**src/rtl/enemy_march_ctrl_if.sv**
```systemverilog
// Step-request bundle between the march controller and the formation mover.
// master = controller side, slave = mover side.
interface enemy_march_ctrl_if;
  logic [10:0] posxE1;
  logic [5:0]  alive;
  logic        pause;
  logic        mueva;
  logic        dir;
  logic        bajar;
  logic        wave_clear;

  modport master (
    input  posxE1, alive, pause,
    output mueva, dir, bajar, wave_clear
  );

  modport slave (
    output posxE1, alive, pause,
    input  mueva, dir, bajar, wave_clear
  );
endinterface

```
**src/rtl/enemy_march_ctrl.sv**
```systemverilog
// Enemy formation march pacing: period shrinks as enemies die,
// issues step / step-down requests and flags a cleared wave.
module enemy_march_ctrl #(
  parameter int BASE_PERIOD = 12_500_000,
  parameter int PERIOD_STEP = 200_000,
  parameter int MIN_PERIOD  = 500_000,
  parameter int MAX_ENEMIES = 55,
  parameter int LEFT_LIMIT  = 8,
  parameter int RIGHT_LIMIT = 632,
  parameter int FORMATION_W = 176
) (
  input  logic                  clk,
  input  logic                  reset,
  enemy_march_ctrl_if.master    bus
);

  localparam int PMAX = (BASE_PERIOD > MIN_PERIOD) ? BASE_PERIOD
                                                   : MIN_PERIOD;
  localparam int PW   = $clog2(PMAX + 1);
  localparam int CW   = (PW > 24) ? PW : 24;

  localparam logic [39:0] BASE40 = 40'(BASE_PERIOD);
  localparam logic [39:0] STEP40 = 40'(PERIOD_STEP);
  localparam logic [39:0] MIN40  = 40'(MIN_PERIOD);
  localparam logic [39:0] MAXE40 = 40'(MAX_ENEMIES);

  localparam logic [11:0] RLIM12 = 12'(RIGHT_LIMIT);
  localparam logic [11:0] FW12   = 12'(FORMATION_W);
  localparam logic [10:0] LLIM11 = 11'(LEFT_LIMIT);

  typedef enum logic [1:0] {
    MARCH_R,
    MARCH_L,
    CLEAR
  } state_t;

  state_t        state;
  logic [CW-1:0] cnt;
  logic [CW-1:0] p;

  logic [39:0]   eff;
  logic [39:0]   red;
  logic [39:0]   p_calc;
  logic [CW-1:0] p_new;
  logic          at_end;
  logic          at_right;
  logic          at_left;
  logic          dead;

  // period from the current (clamped) alive count, floored at MIN_PERIOD
  always_comb begin
    eff = (40'(bus.alive) > MAXE40) ? MAXE40 : 40'(bus.alive);
    red = (MAXE40 - eff) * STEP40;
    if (red + MIN40 >= BASE40)
      p_calc = MIN40;
    else
      p_calc = BASE40 - red;
    p_new = CW'(p_calc);
  end

  // tick and screen-edge decode; edge sum widened to 12 bits
  always_comb begin
    at_end   = (cnt == p - CW'(1));
    at_right = ({1'b0, bus.posxE1} + FW12) >= RLIM12;
    at_left  = bus.posxE1 <= LLIM11;
    dead     = (bus.alive == 6'd0);
  end

  // march FSM with period counter and registered step outputs
  always_ff @(posedge clk) begin
    if (reset) begin
      state          <= MARCH_R;
      cnt            <= '0;
      p              <= p_new;
      bus.mueva      <= 1'b0;
      bus.bajar      <= 1'b0;
      bus.wave_clear <= 1'b0;
      bus.dir        <= 1'b0;
    end else begin
      bus.mueva      <= 1'b0;
      bus.bajar      <= 1'b0;
      bus.wave_clear <= 1'b0;
      unique case (state)
        MARCH_R, MARCH_L: begin
          if (dead) begin
            state          <= CLEAR;
            cnt            <= '0;
            bus.wave_clear <= 1'b1;
          end else if (!bus.pause) begin
            if (at_end) begin
              cnt <= '0;
              p   <= p_new;
              if (state == MARCH_R && at_right) begin
                state     <= MARCH_L;
                bus.dir   <= 1'b1;
                bus.bajar <= 1'b1;
              end else if (state == MARCH_L && at_left) begin
                state     <= MARCH_R;
                bus.dir   <= 1'b0;
                bus.bajar <= 1'b1;
              end else begin
                bus.mueva <= 1'b1;
              end
            end else begin
              cnt <= cnt + CW'(1);
            end
          end
        end
        CLEAR: begin
          if (!dead) begin
            state   <= MARCH_R;
            cnt     <= '0;
            p       <= p_new;
            bus.dir <= 1'b0;
          end
        end
        default: begin
          state <= MARCH_R;
          cnt   <= '0;
        end
      endcase
    end
  end

endmodule

```
**src/flat_wrapper.sv**
```systemverilog
// flat-port wrapper written by rule: the top's interface ports become plain ports
module enemy_march_ctrl_flat 
#(
  parameter int BASE_PERIOD = 12_500_000,
  parameter int PERIOD_STEP = 200_000,
  parameter int MIN_PERIOD  = 500_000,
  parameter int MAX_ENEMIES = 55,
  parameter int LEFT_LIMIT  = 8,
  parameter int RIGHT_LIMIT = 632,
  parameter int FORMATION_W = 176
)
  (clk, reset, bus_posxE1, bus_alive, bus_pause, bus_mueva, bus_dir, bus_bajar, bus_wave_clear);
  enemy_march_ctrl_if bus_i ();
  input  logic clk;
  input  logic reset;
  input wire logic [$bits(bus_i.posxE1)-1:0] bus_posxE1;
  input wire logic [$bits(bus_i.alive)-1:0] bus_alive;
  input wire logic [$bits(bus_i.pause)-1:0] bus_pause;
  output wire logic [$bits(bus_i.mueva)-1:0] bus_mueva;
  output wire logic [$bits(bus_i.dir)-1:0] bus_dir;
  output wire logic [$bits(bus_i.bajar)-1:0] bus_bajar;
  output wire logic [$bits(bus_i.wave_clear)-1:0] bus_wave_clear;
  assign bus_i.posxE1 = bus_posxE1;
  assign bus_i.alive = bus_alive;
  assign bus_i.pause = bus_pause;
  assign bus_mueva = bus_i.mueva;
  assign bus_dir = bus_i.dir;
  assign bus_bajar = bus_i.bajar;
  assign bus_wave_clear = bus_i.wave_clear;
  enemy_march_ctrl #(.BASE_PERIOD(BASE_PERIOD), .PERIOD_STEP(PERIOD_STEP), .MIN_PERIOD(MIN_PERIOD), .MAX_ENEMIES(MAX_ENEMIES), .LEFT_LIMIT(LEFT_LIMIT), .RIGHT_LIMIT(RIGHT_LIMIT), .FORMATION_W(FORMATION_W)) u_core (.clk(clk), .reset(reset), .bus(bus_i));
endmodule
```
**config.mk**
```make
export PLATFORM = sky130hd
export DESIGN_NAME = enemy_march_ctrl_flat
export DESIGN_NICKNAME = d
export VERILOG_FILES = /design/src/rtl/enemy_march_ctrl_if.sv /design/src/rtl/enemy_march_ctrl.sv /design/src/flat_wrapper.sv
export SDC_FILE = /design/constraint.sdc
export NUM_CORES = 1
export LEC_CHECK = 0
export BUFFER_PORTS_ARGS = -buffer_cell sky130_fd_sc_hd__buf_2
export CORE_UTILIZATION = 50
export CTS_CLUSTER_DIAMETER = 200
export CTS_CLUSTER_SIZE = 20
export DETAILED_ROUTE_END_ITERATION = 10
export PLACE_DENSITY = 0.67
export SETUP_SLACK_MARGIN = 0.4
export SLEW_MARGIN = 10
export SYNTH_ARGS = -nofsm -noshare
export SYNTH_HDL_FRONTEND = slang
export SYNTH_SLANG_ARGS = --single-unit
```
**constraint.sdc**
```tcl
create_clock -name clk -period 8.65 [get_ports clk]
set_input_delay 1.73 -clock clk [delete_from_list [all_inputs] [get_ports clk]]
set_output_delay 1.73 -clock clk [all_outputs]
set_load 0.05 [all_outputs]
```
Yosys cells after proc, flatten, opt, wreduce, memory -nomap -nowiden --
Cells that the tools add are included.
Storage, ports and cells: bits in registers 54, bits of input ports 20, output and inout bits 4, logic and storage cells 80
Cells by class: add/subtract/negate cells 6, $mul 1, $lt $le $gt $ge 4, equality and inequality tests 15, muxes and demuxes 31, bitwise operators 2, reductions and logical operators 14
Operators by type and width (count):
- two-way mux 24 bit | 10
- one-hot mux 24 bit (2 select lines) | 2
- adder 40 x 19 -> 40 bit (second input constant) | 1
- >= comparator 40 x 24 -> 1 bit (second input constant) | 1
- multiplier 40 x 12 -> 34 bit (second input constant) | 1
- subtractor 6 x 40 -> 40 bit (first input constant) | 1
- adder 24 x 1 -> 24 bit (second input constant) | 1
- == test 24 bit | 1
- subtractor 24 x 1 -> 24 bit (second input constant) | 1
- subtractor 24 bit (first input constant) | 1
- adder 11 x 8 -> 12 bit (second input constant) | 1
- >= comparator 12 x 10 -> 1 bit (second input constant) | 1
- two-way mux 2 bit | 6
- less-or-equal comparator 11 x 4 -> 1 bit (second input constant) | 1
- two-way mux 1 bit | 10
- inequality test 3 bit (second input constant) | 3
- > comparator 6 bit (second input constant) | 1
- logical NOT 6 bit | 1
- two-way mux 6 bit | 1
- inequality test 2 bit (second input constant) | 3
- inequality test 3 x 1 -> 1 bit (second input constant) | 2
- inequality test 3 x 2 -> 1 bit (second input constant) | 2
- AND reduction 6 bit | 1
- OR reduction 6 bit | 1
- 16 further kinds | 19

Logic depth before layout (Yosys ltp) --
Gate-level depths: netlist (run 1).
depth after elaboration 12, gate-level depth with buffers 25, depth with buffers taken out 24

Worst setup path after synthesis (run 1) --
Ideal clock, no wire load.
path type input -> register, from input port bus_alive[5], to register u_core.p[10], data pin, setup time 262 ps, arrival time 7157 ps, data required time 8388 ps, setup slack 1231 ps, cell stages on the path 23, path buffers 2, cell sequence and3_1 -> nor2b_1 -> ha_1 -> ha_1 -> clkbuf_1 -> inv_1 -> ha_1 -> inv_1 -> fa_1 -> fa_1 -> inv_1 -> fa_1 -> inv_1 -> ha_1 -> a21oi_1 -> mux2i_1 -> o21ai_0 -> nor3b_1 -> and2_1 -> a21oi_1 -> o2111ai_1 -> buf_2 -> a21oi_2
Between the ends: longest elaborated chain between the ends 12, elaborated cells on any way between the ends 14, classes of those cells add/sub: 3; mul: 1; order compare: 2; mux: 8
Ends and longest elaborated chain:
- from (decl) | RTL line flat_wrapper.sv:17 | input wire logic [$bits(bus_i.alive)-1:0] bus_alive;
- > comparator 6 bit | RTL line enemy_march_ctrl.sv:52 | eff = (40'(bus.alive) > MAXE40) ? MAXE40 : 40'(bus.alive);
- two-way mux 6 bit * | RTL line enemy_march_ctrl.sv:52
- subtractor 6 x 40 -> 40 bit * | RTL line enemy_march_ctrl.sv:53 | red = (MAXE40 - eff) * STEP40;
- multiplier 40 x 12 -> 34 bit * | RTL line enemy_march_ctrl.sv:53
- adder 40 x 19 -> 40 bit | RTL line enemy_march_ctrl.sv:54 | if (red + MIN40 >= BASE40)
- >= comparator 40 x 24 -> 1 bit | RTL line enemy_march_ctrl.sv:54
- two-way mux 24 bit * | RTL line enemy_march_ctrl.sv:54
- two-way mux 24 bit | RTL line enemy_march_ctrl.sv:90 | if (at_end) begin
- two-way mux 24 bit | RTL line enemy_march_ctrl.sv:89 | end else if (!bus.pause) begin
- two-way mux 24 bit | RTL line enemy_march_ctrl.sv:85 | if (dead) begin
- one-hot mux 24 bit (2 select lines) | RTL line enemy_march_ctrl.sv:83 | unique case (state)
- two-way mux 24 bit * | RTL line enemy_march_ctrl.sv:71 | if (reset) begin
- to (signal assigned) | RTL line enemy_march_ctrl.sv:74 | p <= p_new;
- to (signal assigned) | RTL line enemy_march_ctrl.sv:92 | p <= p_new;
- to (signal assigned) | RTL line enemy_march_ctrl.sv:113 | p <= p_new;
- to (decl) | RTL line enemy_march_ctrl.sv:39 | logic [CW-1:0] p;
Mark *: on every way between the ends. The rest lies on a longest branch, timed or not. The select of a mux whose other input is x is not followed. A chain may end at the register's enable or synchronous reset.

Final worst setup path (run 1) --
from input port bus_alive[5], to register u_core.p[7], data pin
Same word-level chain as after synthesis.

==> metrics.md, run 1 <==
| Metric | Value |
|---|---|
| FF-to-FF Start | `u_core.cnt[0]` |
| Root buffer cell | `clkbuf_8` |
| EDFF count, synth | `18` |
| Synth area leaders | `ha_1 16%, dfxtp_1 12%, fa_1 11%, edfxtp_1 11%, xor2_1 6.6%` |
| First-pass GRT wire length | `17400 um` |
| Final period demand of the worst path | `7.54 ns` |
| Hold crit path type | `reg -> reg` |
| Synth Area in Compound Gates | `14.3%` |
| Detailed Place HPWL | `8790 um` |
| Leakage power | `2.43 nW` |
| Synth Area in XOR/XNOR | `12.3%` |
| Post-CTS Setup Inserts | `0` |
| Post-cts sizing count | `0` |
| Tot GR Track Use | `21.3%` |
| Most Used Layer, Global Route | `met2` |
| Worst Skew | `0.00503 ns` |
| Yosys warns | `0` |
| Hold-fix buffer count after cts | `0` |
| CP startpoint | `bus_alive[5]` |
| # clock sinks | `48` |
| Antenna Nets Post-Route | `0` |
| Global Route met3 Usage | `1.56%` |
| Design Area, Final | `5440 sq um` |
| Routability cong. | `0.857` |
| Area grow syn2layout | `7.55%` |
| Post-Route WL | `10300 um` |
| CTS tree | `done` |
| Unrepaired setup endpoints after global routing | `no` |
| Distinct cells, synth | `64` |
| Main combinational cell family by area after synthesis | `adder cells` |
| Post-synth top area share | `16.1%` |
| Simple-gate share of the synthesized area | `16.1%` |
| Worst reg2reg setup slack | `6.12 ns` |
| PD cells | `289 nW/um^2` |
| Antenna violations before repair | `0` |
| Fmax | `0.133 GHz` |
| Inserted Diodes | `0` |
| Die width | `103 um` |
| Synthesis-stage register bit count | `48` |
| Share of cells above drive strength 1 | `8.82%` |
| Worst EP required | `8.70 ns` |
| DRC | `0` |
| Mux cell area share after synthesis | `0.396%` |
| Status | `completed` |
| Via count | `3898` |
| Final period util | `87.1%` |
| Met2 usage | `41.5%` |
| CP Class | `in -> reg` |
| Maximum fanout along the worst path | `12` |
| Synth Flop Type | `dfxtp_1` |
| Chip height | `103 um` |
| Critical Path Start Type | `input pin` |
| VDD IR max | `0.129 mV` |
| Clk_lat worst skew | `0.30 ns` |
| RR Endpoint | `u_core.cnt[14]` |
| Total gr overflow | `0` |
| Layout net count | `714` |
| Seq/Total Area, Yosys | `22.6%` |
| Die area | `10500 sq um` |
| Post-DP Area | `5350 sq um` |
| Crit. End Element | `register` |
| Setup violations, final | `0` |
| Row count | `36` |
| Average wire per standard cell | `14.1 um` |
| Crit path capture | `u_core.p[7]` |
| Starting DRT DRC Count | `152` |
| Max cap viols | `0` |
| Adder-Cell Fraction of Synth Area | `27.6%` |
| Setup TNS | `0 ns` |
| Syn Area/Cell | `8.93 sq um` |
| Post-synth top area cell | `ha_1` |
| Worst r2r path cells | `9` |
| CTS clock-pin slew for the worst setup and hold paths | `0.09 ns` |
| # port buffers | `23` |
| Vias/cell | `5.31` |
| Ports | `24` |
| CTS Buf Count | `5` |
| Worst-case clock buffer depth | `2` |
| Pin count of the biggest net entering global routing | `25` |
| Final Hold Vio Count | `0` |
| Number of global-route vias before repair | `3867` |
| M1 GR Usage | `24.7%` |
| Pre-Repair DR Iteration Count | `4` |
| Slew HR | `37.6%` |
| Core Footprint | `9770 sq um` |
| Critical Path AT | `7.59 ns` |
| Filler instances | `885` |
| Cells after Synth | `566` |
| Post-Syn Area | `5060 sq um` |
| Actual slew at the worst max-slew pin | `0.936 ns` |
| Ys async rst share | `0%` |
| Count of pins over their slew limit | `0` |
| H-tree levels | `2` |
| Starting density of the core | `51.7%` |
[layout by cell type (no fill, tap or decap), types with 4 or more instances in the layout]
cell / synthesis / routed
a211oi_1: 4 / 4
a21oi_1: 24 / 24
edfxtp_1: 18 / 18
fa_1: 29 / 29
nand3_1: 23 / 23
o21ai_0: 19 / 19
buf_2: 2 / 23
nor2b_1: 5 / 5
xor2_1: 38 / 38
clkbuf_8: 0 / 5
nor3_1: 14 / 14
nor2_1: 49 / 49
inv_1: 74 / 74
a21oi_2: 10 / 10
nor4_1: 6 / 6
xnor2_1: 33 / 33
nand2_1: 21 / 21
a21o_1: 6 / 6
conb_1: 2 / 17
dfxtp_1: 30 / 30
ha_1: 65 / 65
nand2b_1: 6 / 6
and2_1: 6 / 6
nand4_1: 11 / 11
and3_1: 9 / 9
[layer usage]
metal / vias up / part of all wire (%)
met5: - / 0
met4: 0 / 1.9
met3: 14 / 2.3
met2: 42 / 52
met1: 1858 / 44
li1: 1984 / -
[synthesized netlist by cell type (9+ instances only)]
cell	instances
a21oi_1	24
a21oi_2	10
and3_1	9
clkbuf_1	10
dfxtp_1	30
edfxtp_1	18
fa_1	29
ha_1	65
inv_1	74
nand2_1	21
nand3_1	23
nand4_1	11
nor2_1	49
nor3_1	14
o21ai_0	19
xnor2_1	33
xor2_1	38
[cells by family (layout without fill, tap and decap cells)]
logic type,count (synthesis),count (layout)
flops,48,48
fa+ha+maj,94,94
buf+inv,87,107
other cells,2,17
xor+xnor,71,71
mux,2,2
compound gates,100,100
simple gates,162,162
[flip-flops by register name, summed over array words and instances, names as in the netlist]
| register | cells |
|---|---|
| u_core.state | 2 |
| u_core.bus.bajar | 1 |
| u_core.cnt | 24 |
| u_core.p | 18 |
| u_core.bus.mueva | 1 |
| u_core.bus.dir | 1 |
| u_core.bus.wave_clear | 1 |
[stage by stage]
stage          setup slack [ns]  power [mW]  hold WS [ns]  utilization (%)  instances
2_1_floorplan              1.23        1.23         0.479                -        581
3_3_place_gp              0.928        1.42         0.467             54.7        726
3_5_place_dp              0.769        1.44         0.493             54.7        726
4_1_cts                    1.07        1.57         0.505             55.6        734
5_1_grt                   0.570        1.73         0.529             55.6        734
6_report                   1.11        1.57         0.499             55.6        734
[where the power goes]
| part | internal, mW | leakage, nW | switching, mW | total, mW |
|---|---|---|---|---|
| registers | 0.298 | 0.412 | 0.0197 | 0.317 |
| clock network | 0.0559 | 0.0378 | 0.0754 | 0.131 |
| logic | 0.453 | 1.98 | 0.671 | 1.12 |
| total | 0.806 | 2.43 | 0.767 | 1.57 |
[worst min path at each step]
stage | start | slack, ns | cells past startpoint | to
2_1_floorplan | u_core.state[0] | 0.48 | 1 | u_core.state[1]
3_3_place_gp | u_core.bus.dir | 0.47 | 2 | u_core.bus.dir
3_5_place_dp | u_core.bus.dir | 0.49 | 2 | u_core.bus.dir
4_1_cts | u_core.bus.dir | 0.51 | 2 | u_core.bus.dir
5_1_grt | u_core.bus.dir | 0.53 | 2 | u_core.bus.dir
6_report | u_core.bus.dir | 0.50 | 2 | u_core.bus.dir
[critical path, cell delays in order]
cell       delay (ns)
buf_2            0.14
and3_1           0.22
nor2b_1          0.33
ha_1             0.27
ha_1             0.15
buf_4            0.19
inv_1            0.15
ha_1             0.26
inv_1            0.21
fa_1             0.48
fa_1             0.51
inv_1            0.05
fa_1             0.52
inv_1            0.04
ha_1             0.40
a21oi_1          0.35
mux2i_1          0.22
o21ai_0          0.10
nor3b_1          0.34
and2_1           0.23
a21oi_1          0.10
o2111ai_1        0.20
buf_4            0.26
a21boi_0         0.13
[cell type report]
cell class / instances / area, sq um / area share (%)
well taps: 133 / 166 / 3.06
inverters: 74 / 278 / 5.11
clock inverters: 3 / 18.8 / 0.345
clock buffers: 5 / 68.8 / 1.27
flip-flops and latches: 48 / 1140 / 21.0
multi-input cells: 446 / 3630 / 66.8
repair buffers: 25 / 130 / 2.39
(Power assumes the default switching activity.)
==> run 2: changes to the inputs <==
Settings changed: PLACE_DENSITY 0.67 to not set, PLACE_DENSITY_LB_ADDON set to 0.08, REMOVE_ABC_BUFFERS set to 1.
==> metrics.md, run 2 (same netlist as run 1, synthesis figures left out) <==
| Metric | Value |
|---|---|
| Root buffer cell | `clkbuf_8` |
| Slowest stage delay, CP | `0.53 ns` |
| Post-Route WL | `10300 um` |
| Max FFs per register | `24` |
| Tot GR Track Use | `21.5%` |
| Crit path capture | `u_core.p[7]` |
| Count of pins over their slew limit | `0` |
| Antenna Nets Post-Route | `0` |
| Via count | `3774` |
| Setup WS pre-CTS | `0.479 ns` |
| Switching pwr | `753 uW` |
| Worst r2r path cells | `9` |
| Worst-case clock buffer depth | `2` |
| Share of cells above drive strength 1 | `8.50%` |
| Placed Cells | `725` |
| Area grow syn2layout | `7.30%` |
| Worst Skew | `0.00325 ns` |
| Final Hold Vio Count | `0` |
| Setup TNS | `0 ns` |
| Pin count of the biggest net entering global routing | `25` |
| Net Sw Frac | `48.3%` |
| Unrepaired setup endpoints after global routing | `no` |
| VDD IR max | `0.121 mV` |
| Post-route setup slack | `0.970 ns` |
| Filler instances | `920` |
| Routability cong. | `0.811` |
| Die area | `10500 sq um` |
| DRC | `0` |
| Layout net count | `713` |
| Antenna violations before repair | `0` |
| Starting DRT DRC Count | `99` |
| Worst reg2reg setup slack | `6.20 ns` |
| CTS tree | `done` |
| # port buffers | `23` |
| Fin cells | `733` |
| Leakage power | `2.42 nW` |
| Seq pwr share | `20.4%` |
| PD cells | `287 nW/um^2` |
| Clock Power Share | `7.9%` |
| Chip height | `103 um` |
| Core Footprint | `9770 sq um` |
| H-tree levels | `2` |
| Crit path max-delay cell type | `fa_1` |
| Row count | `36` |
| Biggest registers after layout | `u_core.cnt (24), u_core.p (18), u_core.state (2)` |
| # clock sinks | `48` |
| Maximum fanout along the worst path | `12` |
| Status | `completed` |
| Detailed Place HPWL | `8800 um` |
| Final period util | `88.8%` |
| Most frequent CP cell | `inv_1` |
| Critical Path AT | `7.72 ns` |
| Clk_lat worst skew | `0.29 ns` |
| Area of the multi-input gates | `3640 sq um` |
| Seq. cell area | `1140 sq um` |
| Actual slew at the worst max-slew pin | `0.920 ns` |
| Inserted Diodes | `0` |
| FF-to-FF Start | `u_core.cnt[0]` |
| First-pass GRT wire length | `17600 um` |
| Starting density of the core | `51.7%` |
| Slew HR | `38.6%` |
| CP Class | `in -> reg` |
| Most common cell after layout, fill and taps aside | `inv_1` |
| Hold crit path type | `reg -> reg` |
| RR Endpoint | `u_core.cnt[14]` |
| Ports | `24` |
| Average wire per standard cell | `14.1 um` |
| Total gr overflow | `0` |
| Util after Layout | `55.5%` |
| Hold-fix buffer count after cts | `0` |
| Power Internal | `806 uW` |
| CTS Buf Count | `5` |
| CP startpoint | `bus_alive[5]` |
| Pre-Repair DR Iteration Count | `4` |
| Final period demand of the worst path | `7.68 ns` |
| Critical Path Start Type | `input pin` |
| Biggest register | `u_core.cnt` |
| Max cap viols | `0` |
| Setup violations, final | `0` |
| Power share of the combinational group | `71.7%` |
| Vias/cell | `5.15` |
| Crit. End Element | `register` |
| Most frequent cells in the layout | `74 x inv_1, 64 x ha_1, 49 x nor2_1` |
| Number of global-route vias before repair | `3754` |
| CTS clock-pin slew for the worst setup and hold paths | `0.08 ns` |
| Worst-path cell chain | `buf_2 -> and3_1 -> nor2b_1 -> ha_1 -> ha_2 -> inv_1 -> ha_1 -> inv_1 -> fa_1 -> fa_1 -> inv_1 -> fa_1 -> inv_1 -> ha_1 -> a21oi_1 -> mux2i_1 -> o21ai_0 -> nor3b_1 -> and2_1 -> a21oi_1 -> o2111ai_1 -> buf_4 -> a21boi_0` |
| Die width | `103 um` |
| Worst EP required | `8.69 ns` |
| Fmax | `0.130 GHz` |
==> run 2: cell types whose count changed in the layout (fill, tap and decap cells not counted), sizes merged <==
cell / delta
clkbuf: +2
clkinvlp: -2
buf: -1
==> run 2: layout make-up <==
type / count / share of cell area [%]
Tap cell: 133 / 3.07
Clock inverter: 1 / 0.0692
Clock buffer: 7 / 1.41
Multi-Input combinational cell: 446 / 67.0
Inverter: 74 / 5.12
Sequential cell: 48 / 21.0
Timing Repair Buffer: 24 / 2.26
==> run 2: worst min-delay path by stage <==
stage	startpoint	to	depth (start not counted)
6_report	u_core.bus.dir	u_core.bus.dir	2
5_1_grt	u_core.state[0]	u_core.state[1]	1
4_1_cts	u_core.bus.dir	u_core.bus.dir	2
3_5_place_dp	u_core.bus.dir	u_core.bus.dir	2
3_3_place_gp	u_core.bus.dir	u_core.bus.dir	2
2_1_floorplan	u_core.cnt[1]	u_core.cnt[1]	2
==> run 2: worst max-delay path, delay by kind of cell <==
family                     cells  cell delay [ns]
buffers and inverters          6             0.90
adders and majority gates      7             2.85
and+or+nand+nor                4             1.15
muxes                          1             0.22
AOI/OAI and AO/OA              5             0.86
==> run 2: power groups by stage <==
stage | Sequential (mW) | Combinational (mW) | Clock, mW
floorplan | 0.316 | 0.903 | 0
global placement | 0.324 | 1.10 | 0
detailed placement | 0.324 | 1.11 | 0
CTS | 0.318 | 1.12 | 0.126
global route | 0.321 | 1.27 | 0.135
finish | 0.317 | 1.12 | 0.124
==> run 2: stage by stage <==
step | power, mW | instance area (sq um) | hold slack [ns]
floorplan | 1.22 | 5050 | 0.479
global placement | 1.43 | 5340 | 0.477
detailed placement | 1.44 | 5340 | 0.485
CTS | 1.57 | 5420 | 0.496
global route | 1.72 | 5430 | 0.572
finish | 1.56 | 5430 | 0.484
==> run 2: metal layers <==
metal / wire [um] / track usage, % / vias to the layer above
met3: 185 / 2.17 / 10
met4: 133 / 5.38 / 0
li1: - / - / 1993
met1: 4670 / 26.4 / 1735
met2: 5360 / 40.2 / 36
met5: 0 / 0 / -
==> run 2: timing repair <==
action | 4_1_cts | 5_1_grt
setup buffers | 0 | 0
resized for setup | 0 | 1
endpoints found under the setup margin | 0 | 12
